**src/rtl/div_ctrl_pkg.sv**
```systemverilog
// Shared types and constants for the divider controller.
// Dout layout: remainder in the upper half, quotient in the lower.
package div_ctrl_pkg;

  localparam int DIV_DATA_W = 32;
  localparam int DIV_CNT_W  = 6;

  localparam int REM_HI = 2*DIV_DATA_W-1;
  localparam int REM_LO = DIV_DATA_W;
  localparam int QUO_HI = DIV_DATA_W-1;
  localparam int QUO_LO = 0;

  typedef enum logic [1:0] {
    IDLE,
    ISSUE,
    WAIT,
    DONE
  } state_t;

endpackage

```
**src/rtl/div_ctrl_if.sv**
```systemverilog
// Bundle between the execute stage, the divider IPs and div_ctrl.
// slave = controller side, master = stage/IP side.
interface div_ctrl_if
  import div_ctrl_pkg::*;
#(
  parameter int DATA_W = DIV_DATA_W,
  parameter int CNT_W  = DIV_CNT_W
);

  logic              req_valid;
  logic              req_signed;
  logic              req_mod;
  logic [DATA_W-1:0] req_dividend;
  logic [DATA_W-1:0] req_divisor;
  logic              flush;
  logic              result_valid;
  logic [DATA_W-1:0] result;
  logic              result_ack;
  logic              busy;

  logic              s_dividend_tvalid;
  logic              s_divisor_tvalid;
  logic              ip_sel;
  logic [DATA_W-1:0] s_dividend_tdata;
  logic [DATA_W-1:0] s_divisor_tdata;

  logic sd_dividend_tready;
  logic sd_divisor_tready;
  logic ud_dividend_tready;
  logic ud_divisor_tready;

  logic                sd_dout_tvalid;
  logic [2*DATA_W-1:0] sd_dout_tdata;
  logic                ud_dout_tvalid;
  logic [2*DATA_W-1:0] ud_dout_tdata;

  logic [CNT_W-1:0] last_lat;

  modport slave (
    input  req_valid, req_signed, req_mod,
    input  req_dividend, req_divisor,
    input  flush, result_ack,
    input  sd_dividend_tready, sd_divisor_tready,
    input  ud_dividend_tready, ud_divisor_tready,
    input  sd_dout_tvalid, sd_dout_tdata,
    input  ud_dout_tvalid, ud_dout_tdata,
    output result_valid, result, busy,
    output s_dividend_tvalid, s_divisor_tvalid,
    output ip_sel,
    output s_dividend_tdata, s_divisor_tdata,
    output last_lat
  );

  modport master (
    output req_valid, req_signed, req_mod,
    output req_dividend, req_divisor,
    output flush, result_ack,
    output sd_dividend_tready, sd_divisor_tready,
    output ud_dividend_tready, ud_divisor_tready,
    output sd_dout_tvalid, sd_dout_tdata,
    output ud_dout_tvalid, ud_dout_tdata,
    input  result_valid, result, busy,
    input  s_dividend_tvalid, s_divisor_tvalid,
    input  ip_sel,
    input  s_dividend_tdata, s_divisor_tdata,
    input  last_lat
  );

endinterface

```
**src/rtl/div_chan_hs.sv**
```systemverilog
// One AXI-stream input channel: holds tvalid until its handshake.
// done covers both an earlier handshake and one happening this cycle.
module div_chan_hs (
  input  logic clk,
  input  logic reset,
  input  logic start,
  input  logic tready,
  output logic tvalid,
  output logic done
);

  logic sent;

  always_ff @(posedge clk or posedge reset) begin
    if (reset) begin
      tvalid <= 1'b0;
      sent   <= 1'b0;
    end else if (start) begin
      tvalid <= 1'b1;
      sent   <= 1'b0;
    end else if (tvalid && tready) begin
      tvalid <= 1'b0;
      sent   <= 1'b1;
    end
  end

  assign done = sent | (tvalid & tready);

endmodule

```
**src/rtl/div_ctrl.sv**
```systemverilog
// Sequences the signed/unsigned divider IPs for the execute stage.
// Holds the selected result until consumed; tracks divide latency.
module div_ctrl
  import div_ctrl_pkg::*;
#(
  parameter int DATA_W = DIV_DATA_W,
  parameter int CNT_W  = DIV_CNT_W
) (
  input  logic      clk,
  input  logic      reset,
  div_ctrl_if.slave bus
);

  state_t state, state_n;

  logic [DATA_W-1:0]   dvd_q;
  logic [DATA_W-1:0]   dvs_q;
  logic [DATA_W-1:0]   res_q;
  logic                sel_q;
  logic                mod_q;
  logic                drop_q;
  logic [CNT_W-1:0]    cnt_q;
  logic [CNT_W-1:0]    lat_q;
  logic [CNT_W-1:0]    cnt_inc;

  logic                accept;
  logic                capture;
  logic                kill;
  logic                dvd_rdy;
  logic                dvs_rdy;
  logic                dvd_vld;
  logic                dvs_vld;
  logic                dvd_done;
  logic                dvs_done;
  logic                dout_vld;
  logic [2*DATA_W-1:0] dout;

  assign dvd_rdy  = sel_q ? bus.sd_dividend_tready
                          : bus.ud_dividend_tready;
  assign dvs_rdy  = sel_q ? bus.sd_divisor_tready
                          : bus.ud_divisor_tready;
  assign dout_vld = sel_q ? bus.sd_dout_tvalid
                          : bus.ud_dout_tvalid;
  assign dout     = sel_q ? bus.sd_dout_tdata
                          : bus.ud_dout_tdata;
  assign kill     = drop_q | bus.flush;
  assign cnt_inc  = (&cnt_q) ? cnt_q : cnt_q + 1'b1;

  div_chan_hs u_dvd (
    .clk    (clk),
    .reset  (reset),
    .start  (accept),
    .tready (dvd_rdy),
    .tvalid (dvd_vld),
    .done   (dvd_done)
  );

  div_chan_hs u_dvs (
    .clk    (clk),
    .reset  (reset),
    .start  (accept),
    .tready (dvs_rdy),
    .tvalid (dvs_vld),
    .done   (dvs_done)
  );

  always_ff @(posedge clk or posedge reset) begin
    if (reset) state <= IDLE;
    else       state <= state_n;
  end

  always_comb begin
    state_n = state;
    accept  = 1'b0;
    capture = 1'b0;
    unique case (state)
      IDLE: begin
        if (bus.req_valid && !bus.flush) begin
          accept  = 1'b1;
          state_n = ISSUE;
        end
      end
      ISSUE: begin
        if (dvd_done && dvs_done) state_n = WAIT;
      end
      WAIT: begin
        if (dout_vld) begin
          capture = 1'b1;
          state_n = kill ? IDLE : DONE;
        end
      end
      DONE: begin
        if (bus.result_ack || bus.flush) state_n = IDLE;
      end
      default: state_n = IDLE;
    endcase
  end

  always_ff @(posedge clk or posedge reset) begin
    if (reset) begin
      dvd_q  <= '0;
      dvs_q  <= '0;
      sel_q  <= 1'b0;
      mod_q  <= 1'b0;
      drop_q <= 1'b0;
      cnt_q  <= '0;
      res_q  <= '0;
      lat_q  <= '0;
    end else begin
      if (accept) begin
        dvd_q  <= bus.req_dividend;
        dvs_q  <= bus.req_divisor;
        sel_q  <= bus.req_signed;
        mod_q  <= bus.req_mod;
        drop_q <= 1'b0;
        cnt_q  <= '0;
      end else if (state == ISSUE || state == WAIT) begin
        cnt_q <= cnt_inc;
        if (bus.flush) drop_q <= 1'b1;
      end
      // a flushed op still drains the IP but leaves no trace
      if (capture && !kill) begin
        res_q <= mod_q ? dout[DATA_W +: DATA_W]
                       : dout[0 +: DATA_W];
        lat_q <= cnt_inc;
      end
    end
  end

  assign bus.result_valid      = (state == DONE);
  assign bus.result            = res_q;
  assign bus.busy              = (state != IDLE);
  assign bus.s_dividend_tvalid = dvd_vld;
  assign bus.s_divisor_tvalid  = dvs_vld;
  assign bus.ip_sel            = sel_q;
  assign bus.s_dividend_tdata  = dvd_q;
  assign bus.s_divisor_tdata   = dvs_q;
  assign bus.last_lat          = lat_q;

endmodule

```
**src/flat_wrapper.sv**
```systemverilog
// flat-port wrapper written by rule: the top's interface ports become plain ports
module div_ctrl_flat import div_ctrl_pkg::*;
#(
  parameter int DATA_W = DIV_DATA_W,
  parameter int CNT_W  = DIV_CNT_W
)
  (clk, reset, bus_req_valid, bus_req_signed, bus_req_mod, bus_req_dividend, bus_req_divisor, bus_flush, bus_result_ack, bus_sd_dividend_tready, bus_sd_divisor_tready, bus_ud_dividend_tready, bus_ud_divisor_tready, bus_sd_dout_tvalid, bus_sd_dout_tdata, bus_ud_dout_tvalid, bus_ud_dout_tdata, bus_result_valid, bus_result, bus_busy, bus_s_dividend_tvalid, bus_s_divisor_tvalid, bus_ip_sel, bus_s_dividend_tdata, bus_s_divisor_tdata, bus_last_lat);
  div_ctrl_if #(.DATA_W(DATA_W), .CNT_W(CNT_W)) bus_i ();
  input  logic clk;
  input  logic reset;
  input wire logic [$bits(bus_i.req_valid)-1:0] bus_req_valid;
  input wire logic [$bits(bus_i.req_signed)-1:0] bus_req_signed;
  input wire logic [$bits(bus_i.req_mod)-1:0] bus_req_mod;
  input wire logic [$bits(bus_i.req_dividend)-1:0] bus_req_dividend;
  input wire logic [$bits(bus_i.req_divisor)-1:0] bus_req_divisor;
  input wire logic [$bits(bus_i.flush)-1:0] bus_flush;
  input wire logic [$bits(bus_i.result_ack)-1:0] bus_result_ack;
  input wire logic [$bits(bus_i.sd_dividend_tready)-1:0] bus_sd_dividend_tready;
  input wire logic [$bits(bus_i.sd_divisor_tready)-1:0] bus_sd_divisor_tready;
  input wire logic [$bits(bus_i.ud_dividend_tready)-1:0] bus_ud_dividend_tready;
  input wire logic [$bits(bus_i.ud_divisor_tready)-1:0] bus_ud_divisor_tready;
  input wire logic [$bits(bus_i.sd_dout_tvalid)-1:0] bus_sd_dout_tvalid;
  input wire logic [$bits(bus_i.sd_dout_tdata)-1:0] bus_sd_dout_tdata;
  input wire logic [$bits(bus_i.ud_dout_tvalid)-1:0] bus_ud_dout_tvalid;
  input wire logic [$bits(bus_i.ud_dout_tdata)-1:0] bus_ud_dout_tdata;
  output wire logic [$bits(bus_i.result_valid)-1:0] bus_result_valid;
  output wire logic [$bits(bus_i.result)-1:0] bus_result;
  output wire logic [$bits(bus_i.busy)-1:0] bus_busy;
  output wire logic [$bits(bus_i.s_dividend_tvalid)-1:0] bus_s_dividend_tvalid;
  output wire logic [$bits(bus_i.s_divisor_tvalid)-1:0] bus_s_divisor_tvalid;
  output wire logic [$bits(bus_i.ip_sel)-1:0] bus_ip_sel;
  output wire logic [$bits(bus_i.s_dividend_tdata)-1:0] bus_s_dividend_tdata;
  output wire logic [$bits(bus_i.s_divisor_tdata)-1:0] bus_s_divisor_tdata;
  output wire logic [$bits(bus_i.last_lat)-1:0] bus_last_lat;
  assign bus_i.req_valid = bus_req_valid;
  assign bus_i.req_signed = bus_req_signed;
  assign bus_i.req_mod = bus_req_mod;
  assign bus_i.req_dividend = bus_req_dividend;
  assign bus_i.req_divisor = bus_req_divisor;
  assign bus_i.flush = bus_flush;
  assign bus_i.result_ack = bus_result_ack;
  assign bus_i.sd_dividend_tready = bus_sd_dividend_tready;
  assign bus_i.sd_divisor_tready = bus_sd_divisor_tready;
  assign bus_i.ud_dividend_tready = bus_ud_dividend_tready;
  assign bus_i.ud_divisor_tready = bus_ud_divisor_tready;
  assign bus_i.sd_dout_tvalid = bus_sd_dout_tvalid;
  assign bus_i.sd_dout_tdata = bus_sd_dout_tdata;
  assign bus_i.ud_dout_tvalid = bus_ud_dout_tvalid;
  assign bus_i.ud_dout_tdata = bus_ud_dout_tdata;
  assign bus_result_valid = bus_i.result_valid;
  assign bus_result = bus_i.result;
  assign bus_busy = bus_i.busy;
  assign bus_s_dividend_tvalid = bus_i.s_dividend_tvalid;
  assign bus_s_divisor_tvalid = bus_i.s_divisor_tvalid;
  assign bus_ip_sel = bus_i.ip_sel;
  assign bus_s_dividend_tdata = bus_i.s_dividend_tdata;
  assign bus_s_divisor_tdata = bus_i.s_divisor_tdata;
  assign bus_last_lat = bus_i.last_lat;
  div_ctrl #(.DATA_W(DATA_W), .CNT_W(CNT_W)) u_core (.clk(clk), .reset(reset), .bus(bus_i));
endmodule
```
**config.mk**
```make
export PLATFORM = sky130hd
export DESIGN_NAME = div_ctrl_flat
export DESIGN_NICKNAME = d
export VERILOG_FILES = /design/src/rtl/div_ctrl_pkg.sv /design/src/rtl/div_ctrl_if.sv /design/src/rtl/div_chan_hs.sv /design/src/rtl/div_ctrl.sv /design/src/flat_wrapper.sv
export SDC_FILE = /design/constraint.sdc
export NUM_CORES = 1
export LEC_CHECK = 0
export ABC_AREA = 1
export BUFFER_PORTS_ARGS = -buffer_cell sky130_fd_sc_hd__buf_4
export CAP_MARGIN = 20
export CORE_MARGIN = 4
export CORE_UTILIZATION = 45
export DETAILED_ROUTE_END_ITERATION = 8
export HOLD_SLACK_MARGIN = 0.12
export PLACE_DENSITY = 0.81
export SYNTH_ARGS = -nofsm -noshare
export SYNTH_HDL_FRONTEND = slang
export SYNTH_HIERARCHICAL = 1
export SYNTH_SLANG_ARGS = --single-unit
```
**constraint.sdc**
```tcl
create_clock -name clk -period 3.7 [get_ports clk]
set_input_delay 0 -clock clk [delete_from_list [all_inputs] [get_ports clk]]
set_output_delay 0 -clock clk [all_outputs]
set_load 0.01 [all_outputs]
```
Word level (Yosys, flattened, before mapping)
Cells that the tools add are included.
{ "totals": {"register_bits": 117, "input_bits": 205, "output_inout_bits": 107, "word_cells": 73} }
{ "classes": {"add_sub_neg": 1, "n_eq_ne": 7, "muxes": 29, "bitwise_logic": 5, "reduce_logical": 18} }
{ "ops": {"columns": ["cell", "n"], "rows": [
  ["two-way mux 64 bit", 1],
  ["two-way mux 32 bit", 1],
  ["two-way mux 1 bit", 18],
  ["two-way mux 6 bit", 3],
  ["two-way mux 2 bit", 5],
  ["nonzero test 2 bit", 5],
  ["!= test 2 x 1 -> 1 bit, second input constant", 4],
  ["case mux 2 bit (4 select lines)", 1],
  ["adder 6 x 1 -> 6 bit, second input constant", 1],
  ["AND reduction 6 bit", 1],
  ["logical AND 1 bit", 5],
  ["equality test 2 bit, second input constant", 2],
  ["AND reduction 4 bit", 1],
  ["bitwise OR 1 bit", 3],
  ["AND 1 bit", 2],
  ["equality test 2 x 1 -> 1 bit, second input constant", 1],
  ["logical NOT 1 bit", 2],
  ["logical NOT 2 bit", 1],
  ["logical OR 1 bit", 2],
  ["AND reduction 2 bit", 1]
]} }

Depth between registers and ports, before layout
{ "depth": {"ltp_word": 6, "ltp_mapped": 13, "depth_no_buf": 11} }

Cells and area by module
Netlist, hierarchy kept.
{ "by_module_without_submodules": {"columns": ["mod", "instances", "cells_per_inst", "area_per_inst_um2", "seq_area_each_um2"], "rows": [
  ["div_ctrl", 1, 786, 5572.8, 2827.7],
  ["div_chan_hs", 2, 9, 85.1, 50.0]
]} }

Worst setup path after synthesis
Ideal clock, no wire load.
{ "synth_timing": {"path_type": "register to register", "start": "register u_core.sel_q, in the netlist u_core/bus.ip_sel", "end": "register u_core.state[0]", "setup_time_ns": 0.123, "arrival_ns": 1.496, "required_time_ns": 3.577, "path_slack_ns": 2.081, "path_stages_with_launch": 13, "cell_sequence": "dfrtp_1 -> inv_2 -> buf_6 -> clkbuf_1 -> nand2_1 -> nand2_1 -> nand2_1 -> nand2_1 -> nand2_1 -> nand2_1 -> nand2_1 -> o21ai_0 -> nand2_1"} }
{ "synth_between": {"elab_chain_len": 6} }
{ "synth_lines": {"columns": ["element", "line", "source"], "rows": [
  ["from (decl)", "div_ctrl.sv:19", "logic sel_q;"],
  ["from (signal assigned)", "div_ctrl.sv:113", "sel_q <= bus.req_signed;"],
  ["two-way mux 1 bit", "div_ctrl.sv:38", "assign dvd_rdy = sel_q ? bus.sd_dividend_tready"],
  ["named net u_core.dvd_rdy", "div_ctrl.sv:29", "logic dvd_rdy;"],
  ["AND 1 bit", "div_chan_hs.sv:27", "assign done = sent | (tvalid & tready);"],
  ["bitwise OR 1 bit", "div_chan_hs.sv:27", null],
  ["named net u_core.dvd_done", "div_ctrl.sv:33", "logic dvd_done;"],
  ["logical AND 1 bit", "div_ctrl.sv:84", "if (dvd_done && dvs_done) state_n = WAIT;"],
  ["!= test 2 x 1 -> 1 bit (no line)", null, null],
  ["AND reduction 4 bit (no line)", null, null],
  ["to (signal assigned)", "div_ctrl.sv:69", "else state <= state_n;"],
  ["to (decl)", "div_ctrl.sv:14", "state_t state, state_n;"]
]} }
The timed path passes the listed nets, and every way through them passes these cells.
A chain may end at the register's enable or synchronous reset.

Worst setup path in the final report
{ "layout_timing": {"start": "register u_core.sel_q, in the netlist u_core/bus.ip_sel", "end": "register u_core.state[1]"} }
{ "layout_between": {"elab_chain_len": 6} }
{ "layout_lines": {"columns": ["element", "line", "source"], "rows": [
  ["two-way mux 1 bit", "div_ctrl.sv:40", "assign dvs_rdy = sel_q ? bus.sd_divisor_tready"],
  ["named net u_core.dvs_rdy", "div_ctrl.sv:30", "logic dvs_rdy;"],
  ["AND 1 bit", "div_chan_hs.sv:27", null],
  ["bitwise OR 1 bit", "div_chan_hs.sv:27", null],
  ["named net u_core.dvs_done", "div_ctrl.sv:34", "logic dvs_done;"],
  ["logical AND 1 bit", "div_ctrl.sv:84", null],
  ["!= test 2 x 1 -> 1 bit (no line)", null, null],
  ["AND reduction 4 bit (no line)", null, null]
]} }
The timed path passes the listed nets, and every way through them passes these cells.

==> run_results.csv <==
group,metric,value,unit
run_status,status,"completed",
clocking,path_clk_slew,0.05,ns
die,num_rows,41,
sta,setup_violations,0,
job,drv_cap,0,
power,leakage,5.67,nW
die,ios,312,
sta,tns,0,ns
clocking,root_buffer,"clkbuf_16",
global_route,grt_overflow,0,
worst_setup_path,cp_data_arrival_time,3.56,ns
worst_setup_path,start_kind,"flop",
worst_setup_path,worst_path_most_repeated_cell,"nand2_1",
synthesis,syn_area_per_cell,7.14,sq um
sta,worst_clock_skew,0.0108,ns
synthesis,synth_nets,1014,
worst_setup_path,end_kind,"flop",
synthesis,synthTopCellsByArea,"dfrtp_1 51%, nand2_1 25%, nor2_1 8.7%",
worst_setup_path,cp.required,3.97,ns
clocking,insertion_delay,0.40,ns
global_route,track_usage,0.340,
synthesis,yosysTopAreaCellShare,0.510,
sta,drv_slew,0,
clocking,clkSinkCount,117,
route,wl,25400,microns
route,dr_total_vias,7512,
synthesis,synth_cells,804,
sta,hold_violations,0,
global_route,grt_pass1_vias,7677,
route,first_pass_iters,5,
sta,worst_pin_slew,1.00,ns
die,die_h,121,microns
worst_hold_path,hold_path_class,"input port to flop",
clocking,numCtsBuffers,17,
worst_setup_path,worst_path_largest_cell_delay,0.60,ns
clocking,cts.path.max_buffers,2,
worst_setup_path,worstPathCellList,"inv_2 > buf_4 > nand2_1 > nand2_1 > dlygate4sd3_1 > nand2_1 > nand2_1 > nand2_1 > nand2_1 > nand2_1 > o21ai_0 > nand2_1 > dlygate4sd3_1",
finish,n_antenna_cell,0,
route,drt-initial-drc-count,813,
die,die_x,121,microns
clocking,cts_tree,"done",
sta,period_share,0.889,
global_route,grt_pass1_wl,39200,microns
finish,drive_above_1_share,0.280,
global_route,antenna_found_initial,0,
route,drc_errors,0,
worst_setup_path,crit_buf_inv,4,
synthesis,netlist_area,5740,sq um
worst_setup_path,critical_path_class,"flop to flop",
synthesis,yosys_most_used_dff,"dfrtp_1",
clocking,htree_levels,4,
synthesis,synthArstFlopShare,1.00,
synthesis,seq_area_frac_synth,0.510,
finish,area_growth,83.1,%
die,core_area,12600,sq um
worst_setup_path,critical-path-slowest-cell,"dlygate4sd3_1",
synthesis,postSynthRegisterBits,117,
finish,nets,1484,
synthesis,synth-edff-count,0,
clocking,cts-resized-gates,0,
synthesis,synth_area_leader_cell,"dfrtp_1",
worst_setup_path,crit_family,"buffers and inverters",
route,wl_per_cell,17.4,microns
power,vdd_drop_max,0.471,mV
power,p_per_area,782,nW/um^2
worst_setup_path,cp_max_fo,67,
finish,fillers,675,
global_route,grt_max_degree,68,
die,start_util,0.457,
die,fp.dieArea,14600,sq um
sta,hold_slack,0.144,ns
placement,dp_hpwl,14100,microns
synthesis,synth_warnings,6,
route,vias_per_cell,5.15,
sta,fmax,304,MHz
sta,min_period,3.29,ns
power,finalPower,0.00822,W
sta,relSlewSlack,0.332,
synthesis,yosysMostFrequentCell,"nand2_1",
sta,rsz0062_at_grt,"no",
synthesis,synth_commonest_cells,"381 x nand2_1, 133 x nor2_1, 117 x dfrtp_1",
synthesis,synth_cell_types,19,
placement,gp_congestion,0.918,
placement,io_buffer_count,311,
route,final_antenna_net_count,0,
layer usage:
| layer | vias to the layer above | global-route usage | wire [microns] |
|---|---|---|---|
| li1 | 3413 | - | - |
| met1 | 3500 | 0.389 | 9020 |
| met2 | 492 | 0.570 | 12300 |
| met3 | 107 | 0.102 | 2770 |
| met4 | 0 | 0.183 | 1330 |
| met5 | - | 0 | 0 |
state kept, by name, summed over array words and instances (netlist names), 2 cells and up:
name,flops
u_core/bus.s_dividend_tdata,32
u_core/cnt_q,6
u_core/bus.result,32
u_core/state,2
u_core/bus.last_lat,6
u_core/bus.s_divisor_tdata,32
report_power, final:
part           leakage, nW  total [W]  internal, W  switching, W
Clock                0.278    0.00164      0.00105      0.000593
Sequential            1.49    0.00236      0.00190      0.000458
Combinational         3.90    0.00423      0.00209       0.00214
cells in the final DEF (no fill, tap or decap), drive strengths merged:
master / count
clkinvlp: 5
nand2: 381
dfrtp: 117
buf: 320
nand4: 2
a21oi: 2
and2: 1
dlygate4sd3: 174
nor2: 134
inv: 27
o21bai: 3
o21ai: 74
clkinv: 3
ha: 5
clkbuf: 21
o22ai: 1
bufinv: 2
nand3: 15
path summary, 6_finish.rpt:
| kind | cells past startpoint | to | startpoint | slack (ns) |
|---|---|---|---|---|
| setup / recovery | 13 | u_core/state[1]$_DFFE_PP0P_ | u_core/bus.ip_sel$_DFFE_PP0P_ | 0.41 |
| hold / removal | 7 | u_core/state[0]$_DFFE_PP0P_ | bus_sd_dout_tvalid | 0.14 |
| setup reg to reg | 13 | u_core/state[1]$_DFFE_PP0P_ | u_core/bus.ip_sel$_DFFE_PP0P_ | 0.41 |
| hold reg to reg | 2 | u_core/bus.last_lat[3]$_DFFE_PP0P_ | u_core/bus.last_lat[3]$_DFFE_PP0P_ | 0.48 |
| max in group asynchronous | 4 | u_core/bus.result[23]$_DFFE_PP0P_ | reset | 2.50 |
| min in group asynchronous | 3 | u_core/bus.result[20]$_DFFE_PP0P_ | reset | 0.32 |
through the flow:
step / utilization / instances / cell area [sq um] / worst slack (ns)
floorplan: - / 804 / 5740 / 0.713
global placement: 0.649 / 1252 / 8150 / 1.63
detailed placement: 0.649 / 1252 / 8150 / 1.55
CTS: 0.835 / 1458 / 10500 / 0.538
global route: 0.837 / 1459 / 10500 / 0.247
finish: 0.837 / 1459 / 10500 / 0.410
cells by family after synthesis:
kind of cell | after synthesis | synth area share
simple gates | 533 | 0.353
flops | 117 | 0.510
compound gates | 80 | 0.0726
buf+inv | 69 | 0.0534
fa+ha+maj | 5 | 0.0109
worst min-delay path: cells and delay by family:
kind	cells	cell delay (ns)
buffers and inverters	1	0.11
AND/OR/NAND/NOR	6	0.37
cell type report:
class / count / area, sq um / share of cell area
tap: 172 / 215 / 0.0205
timing repair buffer: 494 / 4160 / 0.396
clock inverter: 11 / 125 / 0.0119
multi-input combinational: 618 / 2510 / 0.239
inverter: 26 / 100 / 0.00952
clock buffer: 21 / 470 / 0.0447
sequential: 117 / 2930 / 0.278
what timing repair did:
action | in CTS | in global routing
hold buffers | 174 | 0
buffers inserted | 0 | 0
hold endpoints to repair | 167 | 0
(Power assumes the default switching activity.)
